**config.mk**
```make
export PLATFORM = sky130hd
export DESIGN_NAME = pending_encoder
export DESIGN_NICKNAME = d
export VERILOG_FILES = /design/src/rtl/pending_encoder.sv
export SDC_FILE = /design/constraint.sdc
export NUM_CORES = 1
export LEC_CHECK = 0
export CORE_AREA = 4 4 41 43
export DETAILED_ROUTE_END_ITERATION = 7
export DIE_AREA = 0 0 45 47
export PLACE_DENSITY = 0.6
export SLEW_MARGIN = 20
export SYNTH_ARGS = -nofsm -noshare
export SYNTH_HDL_FRONTEND = slang
export SYNTH_SLANG_ARGS = --single-unit
```
**constraint.sdc**
```tcl
create_clock -name clk -period 2.7 [get_ports clk]
set_input_delay 0.54 -clock clk [delete_from_list [all_inputs] [get_ports clk]]
set_output_delay 0.54 -clock clk [all_outputs]
set_load 0.05 [all_outputs]
```
**src/rtl/pending_encoder.sv**
```systemverilog
// Sticky pending-event collector with a registered valid/ready index output.
// Define PENC_RR_EN for round-robin selection; otherwise the lowest pending index wins.
module pending_encoder #(
  parameter int WIDTH = 4,
  parameter int IDX_W = 2
) (
  input  logic             clk,
  input  logic             rst_n,
  input  logic [WIDTH-1:0] in,
  input  logic             en,
  output logic [IDX_W-1:0] out,
  output logic             valid,
  input  logic             ready,
  output logic [WIDTH-1:0] pending,
  output logic             overflow
);

  logic [WIDTH-1:0] pending_r;
  logic [IDX_W-1:0] out_r;
  logic             valid_r;
  logic             overflow_r;
  logic [WIDTH-1:0] in_masked_s;
  logic [WIDTH-1:0] clr_s;
  logic [IDX_W-1:0] sel_s;
  logic             load_s;
`ifdef PENC_RR_EN
  logic [IDX_W-1:0] rr_r;
`endif

  function automatic logic [IDX_W-1:0] lowest_set(input logic [WIDTH-1:0] v);
    lowest_set = {IDX_W{1'b0}};
    for (int i = WIDTH - 1; i >= 0; i--) begin
      if (v[i]) lowest_set = IDX_W'(i);
    end
  endfunction

  // Offsets scanned from largest to smallest so the nearest line after 'last' wins;
  // offset WIDTH wraps back onto 'last' itself.
  function automatic logic [IDX_W-1:0] rr_pick(input logic [WIDTH-1:0] v,
                                               input logic [IDX_W-1:0] last);
    logic [IDX_W-1:0] idx;
    rr_pick = last;
    for (int j = WIDTH; j >= 1; j--) begin
      idx = last + IDX_W'(j);
      if (v[idx]) rr_pick = idx;
    end
  endfunction

  function automatic logic [WIDTH-1:0] one_hot(input logic [IDX_W-1:0] idx);
    one_hot = {{(WIDTH-1){1'b0}}, 1'b1} << idx;
  endfunction

  // Event gating, grant selection and the clear mask for the granted line
  always_comb begin
    if (en) begin
      in_masked_s = in;
    end else begin
      in_masked_s = {WIDTH{1'b0}};
    end
    load_s = (!valid_r || ready) && (|pending_r);
`ifdef PENC_RR_EN
    sel_s = rr_pick(pending_r, rr_r);
`else
    sel_s = lowest_set(pending_r);
`endif
    if (load_s) begin
      clr_s = one_hot(sel_s);
    end else begin
      clr_s = {WIDTH{1'b0}};
    end
  end

  // Pending capture, output slot and overflow flag
  always_ff @(posedge clk) begin
    if (!rst_n) begin
      pending_r  <= {WIDTH{1'b0}};
      out_r      <= {IDX_W{1'b0}};
      valid_r    <= 1'b0;
      overflow_r <= 1'b0;
    end else begin
      // A new event on the line being cleared re-sets it in the same edge.
      pending_r  <= (pending_r & ~clr_s) | in_masked_s;
      overflow_r <= |(in_masked_s & pending_r & ~clr_s);
      if (load_s) begin
        out_r   <= sel_s;
        valid_r <= 1'b1;
      end else if (valid_r && ready) begin
        valid_r <= 1'b0;
      end else begin
        valid_r <= valid_r;
      end
    end
  end

`ifdef PENC_RR_EN
  // Round-robin pointer follows the most recent grant
  always_ff @(posedge clk) begin
    if (!rst_n) begin
      rr_r <= IDX_W'(WIDTH - 1);
    end else if (load_s) begin
      rr_r <= sel_s;
    end else begin
      rr_r <= rr_r;
    end
  end
`endif

  assign out      = out_r;
  assign valid    = valid_r;
  assign pending  = pending_r;
  assign overflow = overflow_r;

endmodule
```
==> results_dict.tcl, run 1 <==
set metrics [dict create \
    pwr_density_cell_nw_per_um2 557 \
    fmax_ghz 0.473 \
    peakVddDrop_mv 0.250 \
    cts.path.max_buffers 2 \
    hold_ws_ns 0.525 \
    port_buffers 15 \
    clock-sinks 8 \
    post-place-cells 67 \
    gp_routability_congestion 0.768 \
    drt_first_iter_violations 2 \
    die_width_um 45 \
    synth.top_cell.area_share_pct 43.5 \
    grt.busiest_layer "met2" \
    worst_slack_ns 0.588 \
    netlist_instances 38 \
    synthesis.yosys.warnings 0 \
    finalNetCount 65 \
    post_cts.repair.setup_buffers 0 \
    maxSlewViolCount 0 \
    synth_nets 46 \
    wl_um 870 \
    drcViolationCount 0 \
    grt_first_pass_wirelength_um 1460 \
    synth_top_cells_by_area "dfxtp_1 44%, a21boi_0 6.1%, o221a_2 6.1%" \
    fraction_of_final_layout_cells_sized_beyond_drive_strength_1_pct 16.4 \
    setup_viol 0 \
    synthDominantAreaCellType "dfxtp_1" \
    yosys_register_bits 8 \
    synth_top_flop_cell "dfxtp_1" \
    chipHeight_um 47 \
    dpl_cell_area_sq_um 526 \
    power.leakage_nw 0.194 \
    grt_antenna_before_repair 0 \
    timing.hold.worst.class "reg2reg" \
    hpwl_um 618 \
    cts_tree "built" \
    crit_path_end_kind "primary output" \
    timing_worst_setup_path_type "reg2out" \
    drv.max_cap_violation_count 0 \
    clock_tree.root_cell "clkbuf_4" \
    path_max_fanout 8 \
    route.vias.total 350 \
    crit_path_dat_ns 1.57 \
    r2r_setup_slack_ns 1.48 \
    clk-insertion-delay-late_ns 0.25 \
    setup-tns-final_ns 0 \
    crit_slowest_cell "clkdlybuf4s50_1" \
    layout_worst_path_cycle_share_pct 78.2 \
    netlist_area_sq_um 368 \
    global_route.usage.met2_pct 13.8 \
    synth-edff-count 0 \
    worstPathCellList "clkdlybuf4s50_1" \
    stdcell_count 70 \
    status "finished clean" \
    rsz0062_at_grt "no" \
    placement_rows 13 \
    finish.utilization_pct 42.1 \
    worst_case_clock_skew_ns 0.00115 \
    placeableCoreArea_sq_um 1300 \
    floorplan.io_pins 16 \
    worst_setup_path_start_kind "register" \
    grt.total_usage_pct 9.81 \
    use_met3_pct 4.21 \
    vias_per_inst 5.00 \
    antenna_left 0 \
    cp.buffers_inverters 1 \
    ys_async_sr_fraction_pct 0 \
    cp_slowest_stage_delay_ns 0.86 \
    met1_usage_pct 11.9 \
    maxSlewHeadroom_pct 66.4 \
    path_delay_family "buffers and inverters" \
    preCtsSetupSlack_ns 0.841 \
    postCtsResizedCells 0 \
    maximum_number_of_pins_on_one_net_before_global_route_repair 13 \
    first_global_vias 335 \
    die-area_sq_um 2120 \
    path_clk_slew_ns 0.06 \
    grt_overflow 0 \
    yosysSeqAreaShare_pct 43.5 \
    h-tree-depth 1 \
    tightest_slew_ns 0.503 \
    drt_pass1_iterations 2 \
    final_period_minus_worst_setup_slack_ns 2.11 \
    hold_viol 0 \
    final_cell_area_sq_um 548 \
    syn2layout_area_growth_pct 49.0 \
    cp_data_required_time_ns 2.16 \
    total_power_uw 305 \
    avgRoutedWirePerCell_um 12.4 \
    cts_hold_repair.buffers 0 \
    number_of_distinct_library_cells_after_synthesis 20 \
    final_common_cell "clkdlybuf4s50_1" \
    initial_core_util_pct 28.3 \
    synth_area_per_cell_sq_um 9.68 \
    cts_inserted_buffers 3 \
    antenna-diode-count 0 \
    most-common-layout-cells "15 x clkdlybuf4s50_1, 8 x dfxtp_1, 5 x nor2_1" \
]
==> registers in the layout (all words and copies together), names as in the netlist <==
name      flops
out           2
valid         1
overflow      1
pending       4
==> per-layer routing <==
metal / vias to the layer above / share of wire [%]
li1: 179 / -
met1: 156 / 48
met2: 13 / 42
met3: 2 / 7.8
met4: 0 / 1.7
met5: - / 0
==> cell families (layout without fill, tap and decap cells) <==
| logic type | after synthesis | after routing | synth area share [%] |
|---|---|---|---|
| flip-flops | 8 | 8 | 43.5 |
| buffers and inverters | 2 | 19 | 4.08 |
| AND/OR/NAND/NOR | 12 | 12 | 15.6 |
| AO/OA/AOI/OAI | 16 | 16 | 36.7 |
==> synth_stat cells (2+ instances only) <==
cell type	instances
dfxtp_1	8
o21ai_0	2
a21boi_0	3
o221a_2	2
nand2_1	4
nor2_1	5
==> cell type report <==
type | count | area, sq um
Sequential cell | 8 | 160
Timing Repair Buffer | 15 | 150
Tap cell | 15 | 18.8
Inverter | 1 | 3.75
Clock buffer | 3 | 22.5
Fill cell | 155 | 753
Multi-Input combinational cell | 28 | 193
==> power by group <==
group / switching, mW / total (mW) / internal, mW
clock network: 0.0432 / 0.0942 / 0.0511
logic: 0.0443 / 0.0774 / 0.0331
registers: 0.00784 / 0.134 / 0.126
==> worst paths after layout <==
check                                start  depth (start not counted)         end
worst min-delay path                out[1]                          1      out[1]
worst max-delay path            pending[2]                          1  pending[2]
worst max register to register       valid                          3      out[0]
worst min register to register      out[1]                          1      out[1]
Note: power is estimated with default switching activity, not from simulation.
==> run 2, diff against run 1 <==
--- a/config.mk
+++ b/config.mk
@@ -8,7 +8,7 @@
 export CORE_AREA = 4 4 41 43
 export DETAILED_ROUTE_END_ITERATION = 7
 export DIE_AREA = 0 0 45 47
-export PLACE_DENSITY = 0.6
+export PLACE_DENSITY = 0.63
 export SLEW_MARGIN = 20
 export SYNTH_ARGS = -nofsm -noshare
 export SYNTH_HDL_FRONTEND = slang
==> constraint.sdc (replaced) <==
create_clock -name clk -period 1.9 [get_ports clk]
set_input_delay 0.38 -clock clk [delete_from_list [all_inputs] [get_ports clk]]
set_output_delay 0.38 -clock clk [all_outputs]
set_load 0.05 [all_outputs]
==> run 2 against run 1 <==
  * Clock power increased by 42%
  * Cell count unchanged
  * Sequential cell count stayed put
  * Critical path type unchanged
  * Critical path depth unchanged
  * Combinational power grew 40%
  * Clock skew increased by 0.00088 ns
  * Worst setup slack worse by 0.45 ns
==> results_dict.tcl, run 2 (synthesized netlist as in run 1, its figures left out) <==
set metrics [dict create \
    hpwl_um 579 \
    maxSlewHeadroom_pct 66.9 \
    power.leakage_nw 0.201 \
    timing.hold.worst.class "reg2reg" \
    floorplan.io_pins 16 \
    most-common-layout-cells "11 x clkdlybuf4s50_1, 8 x dfxtp_1, 5 x nor2_1" \
    antenna-diode-count 0 \
    path_max_fanout 2 \
    largest_register_ff_count 4 \
    layout_worst_path_cycle_share_pct 92.7 \
    cts_hold_repair.buffers 0 \
    finalNetCount 65 \
    worst_slack_ns 0.139 \
    post-place-cells 67 \
    stdcell_count 70 \
    fmax_ghz 0.568 \
    met1_usage_pct 13.7 \
    crit_slowest_cell "clkdlybuf4s50_1" \
    grt_antenna_before_repair 0 \
    avgRoutedWirePerCell_um 11.6 \
    power.net_switching_uw 135 \
    hold_ws_ns 0.530 \
    path_delay_family "buffers and inverters" \
    cp_slowest_stage_delay_ns 0.80 \
    multi_input_comb_area_sq_um 193 \
    worstPathCellList "clkdlybuf4s50_1" \
    post_cts.repair.setup_buffers 0 \
    grt_overflow 0 \
    initial_core_util_pct 28.3 \
    syn2layout_area_growth_pct 46.3 \
    fraction_of_final_layout_cells_sized_beyond_drive_strength_1_pct 23.6 \
    worst_case_clock_skew_ns 0.00202 \
    status "finished clean" \
    use_met3_pct 7.28 \
    final_cell_area_sq_um 538 \
    switching_share_pct 31.3 \
    path_clk_slew_ns 0.06 \
    chipHeight_um 47 \
    gp_routability_congestion 0.749 \
    final_period_minus_worst_setup_slack_ns 1.76 \
    clk-insertion-delay-late_ns 0.25 \
    cts_inserted_buffers 3 \
    drt_first_iter_violations 2 \
    total_power_uw 432 \
    dpl_cell_area_sq_um 515 \
    p_comb_share_pct 24.9 \
    drcViolationCount 0 \
    setup_viol 0 \
    route.vias.total 357 \
    placeableCoreArea_sq_um 1300 \
    final-seq-area_sq_um 160 \
    cts.path.max_buffers 2 \
    final_common_cell "clkdlybuf4s50_1" \
    cts_tree "built" \
    setup-tns-final_ns 0 \
    h-tree-depth 1 \
    grt.total_usage_pct 10.2 \
    hold_viol 0 \
    fillerInstances 138 \
    global_route.usage.met2_pct 13.3 \
    internal_power_uw 297 \
    crit_path_end_kind "primary output" \
    cp.buffers_inverters 1 \
    clockPowerShare_pct 31.1 \
    wl_um 812 \
    placement_rows 13 \
    grt_first_pass_wirelength_um 1510 \
    antenna_left 0 \
    pwr_density_cell_nw_per_um2 803 \
    drv.max_cap_violation_count 0 \
    die-area_sq_um 2120 \
    timing_worst_setup_path_type "reg2out" \
    first_global_vias 346 \
    clock-sinks 8 \
    preCtsSetupSlack_ns 0.228 \
    port_buffers 15 \
    share_seq_of_total_power_pct 44.0 \
    worst_setup_path_start_kind "register" \
    crit_path_dat_ns 1.38 \
    finish.utilization_pct 41.3 \
    maxSlewViolCount 0 \
    maximum_number_of_pins_on_one_net_before_global_route_repair 13 \
    peakVddDrop_mv 0.497 \
    drt_pass1_iterations 4 \
    tightest_slew_ns 0.495 \
    postCtsResizedCells 0 \
    die_width_um 45 \
    grt.busiest_layer "met1" \
    vias_per_inst 5.10 \
    clock_tree.root_cell "clkbuf_4" \
    cp_data_required_time_ns 1.52 \
    rsz0062_at_grt "no" \
]
-- run 2: cell types whose count changed in the layout (fill, tap and decap cells not counted) --
cell             before  now
buf_4                 0    4
clkdlybuf4s50_1      15   11
-- run 2: power groups by stage --
stage	Combinational (mW)	Sequential, mW	Clock, mW
6_report	0.108	0.190	0.134
5_1_grt	0.116	0.193	0.153
4_1_cts	0.108	0.190	0.140
3_5_place_dp	0.108	0.194	0
3_3_place_gp	0.108	0.194	0
2_1_floorplan	0.0313	0.229	0
-- run 2: final timing paths --
check | from | end | slack, ns | cells past startpoint
max reg2reg | valid | out[0] | 0.70 | 3
min reg2reg | out[1] | out[1] | 0.53 | 1
max | out[1] | out[1] | 0.14 | 1
min | out[1] | out[1] | 0.53 | 1
-- run 2: area by class of cell --
type / count / area share [%]
Multi-Input combinational cell: 28 / 35.8
Clock buffer: 3 / 4.19
Tap cell: 15 / 3.49
Timing Repair Buffer: 15 / 26.0
Sequential cell: 8 / 29.8
Inverter: 1 / 0.698
-- run 2: metal layers --
metal | up-vias | part of all wire [%]
li1 | 180 | -
met1 | 158 | 48
met2 | 17 | 41
met3 | 2 | 9.9
met4 | 0 | 0.49
met5 | - | 0
==> run 3, diff against run 2 <==
--- a/config.mk
+++ b/config.mk
@@ -8,7 +8,8 @@
 export CORE_AREA = 4 4 41 43
 export DETAILED_ROUTE_END_ITERATION = 7
 export DIE_AREA = 0 0 45 47
-export PLACE_DENSITY = 0.63
+export DONT_BUFFER_PORTS = 1
+export PLACE_DENSITY = 0.46
 export SLEW_MARGIN = 20
 export SYNTH_ARGS = -nofsm -noshare
 export SYNTH_HDL_FRONTEND = slang
==> run 3 against run 2 <==
  * Die area is the same
  * Combinational power decreased by 50%
  * Sequential share of layout area up 8.3 points
  * Final area shrank 22%
  * Non-clock buffer count fell by 12
==> results_dict.tcl, run 3 (synthesized netlist as in run 1, its figures left out) <==
set metrics [dict create \
    clockPowerShare_pct 33.4 \
    antenna-diode-count 0 \
    vias_per_inst 5.71 \
    first_global_vias 313 \
    syn2layout_area_growth_pct 14.3 \
    r2r_setup_slack_ns 0.60 \
    avgRoutedWirePerCell_um 15.8 \
    fraction_of_final_layout_cells_sized_beyond_drive_strength_1_pct 27.9 \
    finalNetCount 53 \
    dpl_cell_area_sq_um 398 \
    stdcell_count 58 \
    rsz0062_at_grt "no" \
    cts_hold_repair.buffers 0 \
    setup-tns-final_ns 0 \
    wl_um 916 \
    tightest_slew_ns 0.706 \
    post_cts.repair.setup_buffers 0 \
    post-place-cells 55 \
    setup_viol 0 \
    die-area_sq_um 2120 \
    h-tree-depth 1 \
    cts_tree "built" \
    hpwl_um 672 \
    peakVddDrop_mv 0.312 \
    p_comb_share_pct 13.3 \
    switching_share_pct 31.9 \
    internal_power_uw 274 \
    clk-insertion-delay-late_ns 0.26 \
    postCtsResizedCells 0 \
    multi_input_comb_area_sq_um 193 \
    clock_tree.root_cell "clkbuf_4" \
    largest_register_ff_count 4 \
    power.net_switching_uw 129 \
    chipHeight_um 47 \
    timing_worst_setup_path_type "reg2out" \
    drcViolationCount 0 \
    antenna_left 0 \
    status "finished clean" \
    cts_inserted_buffers 3 \
    r2r-start "pending[2]" \
    worst_setup_path_start_kind "register" \
    worst_case_clock_skew_ns 0.00628 \
    gp_routability_congestion 0.713 \
    pwr_density_cell_nw_per_um2 959 \
    drv.max_cap_violation_count 0 \
    worst_setup_path_endpoint "pending[2]" \
    r2r_cells 2 \
    timing.hold.worst.class "in2reg" \
    power.leakage_nw 0.154 \
    most-common-layout-cells "8 x dfxtp_1, 5 x nor2_1, 4 x nand2_1" \
    initial_core_util_pct 28.3 \
    route.vias.total 331 \
    min-delay-start "en" \
    clock-sinks 8 \
    cp_data_required_time_ns 1.52 \
    path_max_fanout 8 \
    maxSlewHeadroom_pct 52.9 \
    final_common_cell "dfxtp_1" \
    crit_path_dat_ns 1.03 \
    fmax_ghz 0.707 \
    grt_first_pass_wirelength_um 1460 \
    die_width_um 45 \
    maxSlewViolCount 0 \
    placeableCoreArea_sq_um 1300 \
    startpoint "pending[2]" \
    hold_viol 0 \
    grt.total_usage_pct 10.2 \
    path_clk_slew_ns 0.06 \
    floorplan.io_pins 16 \
    total_power_uw 403 \
    final-seq-area_sq_um 160 \
    port_buffers 0 \
    grt_antenna_before_repair 0 \
    crit_path_end_kind "primary output" \
    r2r_end "out[0]" \
    layout_worst_path_cycle_share_pct 74.5 \
    cts.path.max_buffers 2 \
    drt_pass1_iterations 4 \
    maximum_number_of_pins_on_one_net_before_global_route_repair 13 \
    final_cell_area_sq_um 420 \
    drt_first_iter_violations 5 \
    final_period_minus_worst_setup_slack_ns 1.41 \
    grt_overflow 0 \
    fillerInstances 151 \
    share_seq_of_total_power_pct 53.3 \
    cp.depth 0 \
    placement_rows 13 \
]
[run 3: through the flow]
stage / hold WS, ns / util [%] / setup slack (ns)
6_report: 0.242 / 32.3 / 0.485
5_1_grt: 0.237 / 32.3 / 0.445
4_1_cts: 0.235 / 32.3 / 0.480
3_5_place_dp: 0.515 / 30.6 / 0.611
3_3_place_gp: 0.509 / 30.6 / 0.648
2_1_floorplan: 0.496 / - / 0.478
[run 3: power groups by stage]
stage                     combinational [mW]  sequential [mW]  clock, mW
after global placement                0.0533            0.217          0
after detailed placement              0.0541            0.219          0
final                                 0.0538            0.215      0.135
after CTS                             0.0543            0.215      0.142
after global routing                  0.0581            0.217      0.154
after floorplan                       0.0313            0.229          0
[run 3: how the worst min path moves through the flow]
stage / endpoint / slack, ns / depth (start not counted)
after floorplan: overflow / 0.50 / 2
after global routing: overflow / 0.24 / 2
after detailed placement: overflow / 0.51 / 2
after CTS: overflow / 0.24 / 2
final: overflow / 0.24 / 2
after global placement: overflow / 0.51 / 2
[run 3: layout make-up]
type                       count  area share (%)
inverter                       1           0.893
tap                           15            4.46
multi-input combinational     28            45.8
sequential                     8            38.1
timing repair buffer           3            5.36
clock buffer                   3            5.36
[run 3: metal layers]
metal / vias up / global-route usage (%) / routed length [um]
li1: 155 / - / -
met1: 157 / 9.82 / 325
met2: 16 / 15.8 / 484
met3: 3 / 4.60 / 88
met4: 0 / 10.5 / 17
met5: - / 0 / 0
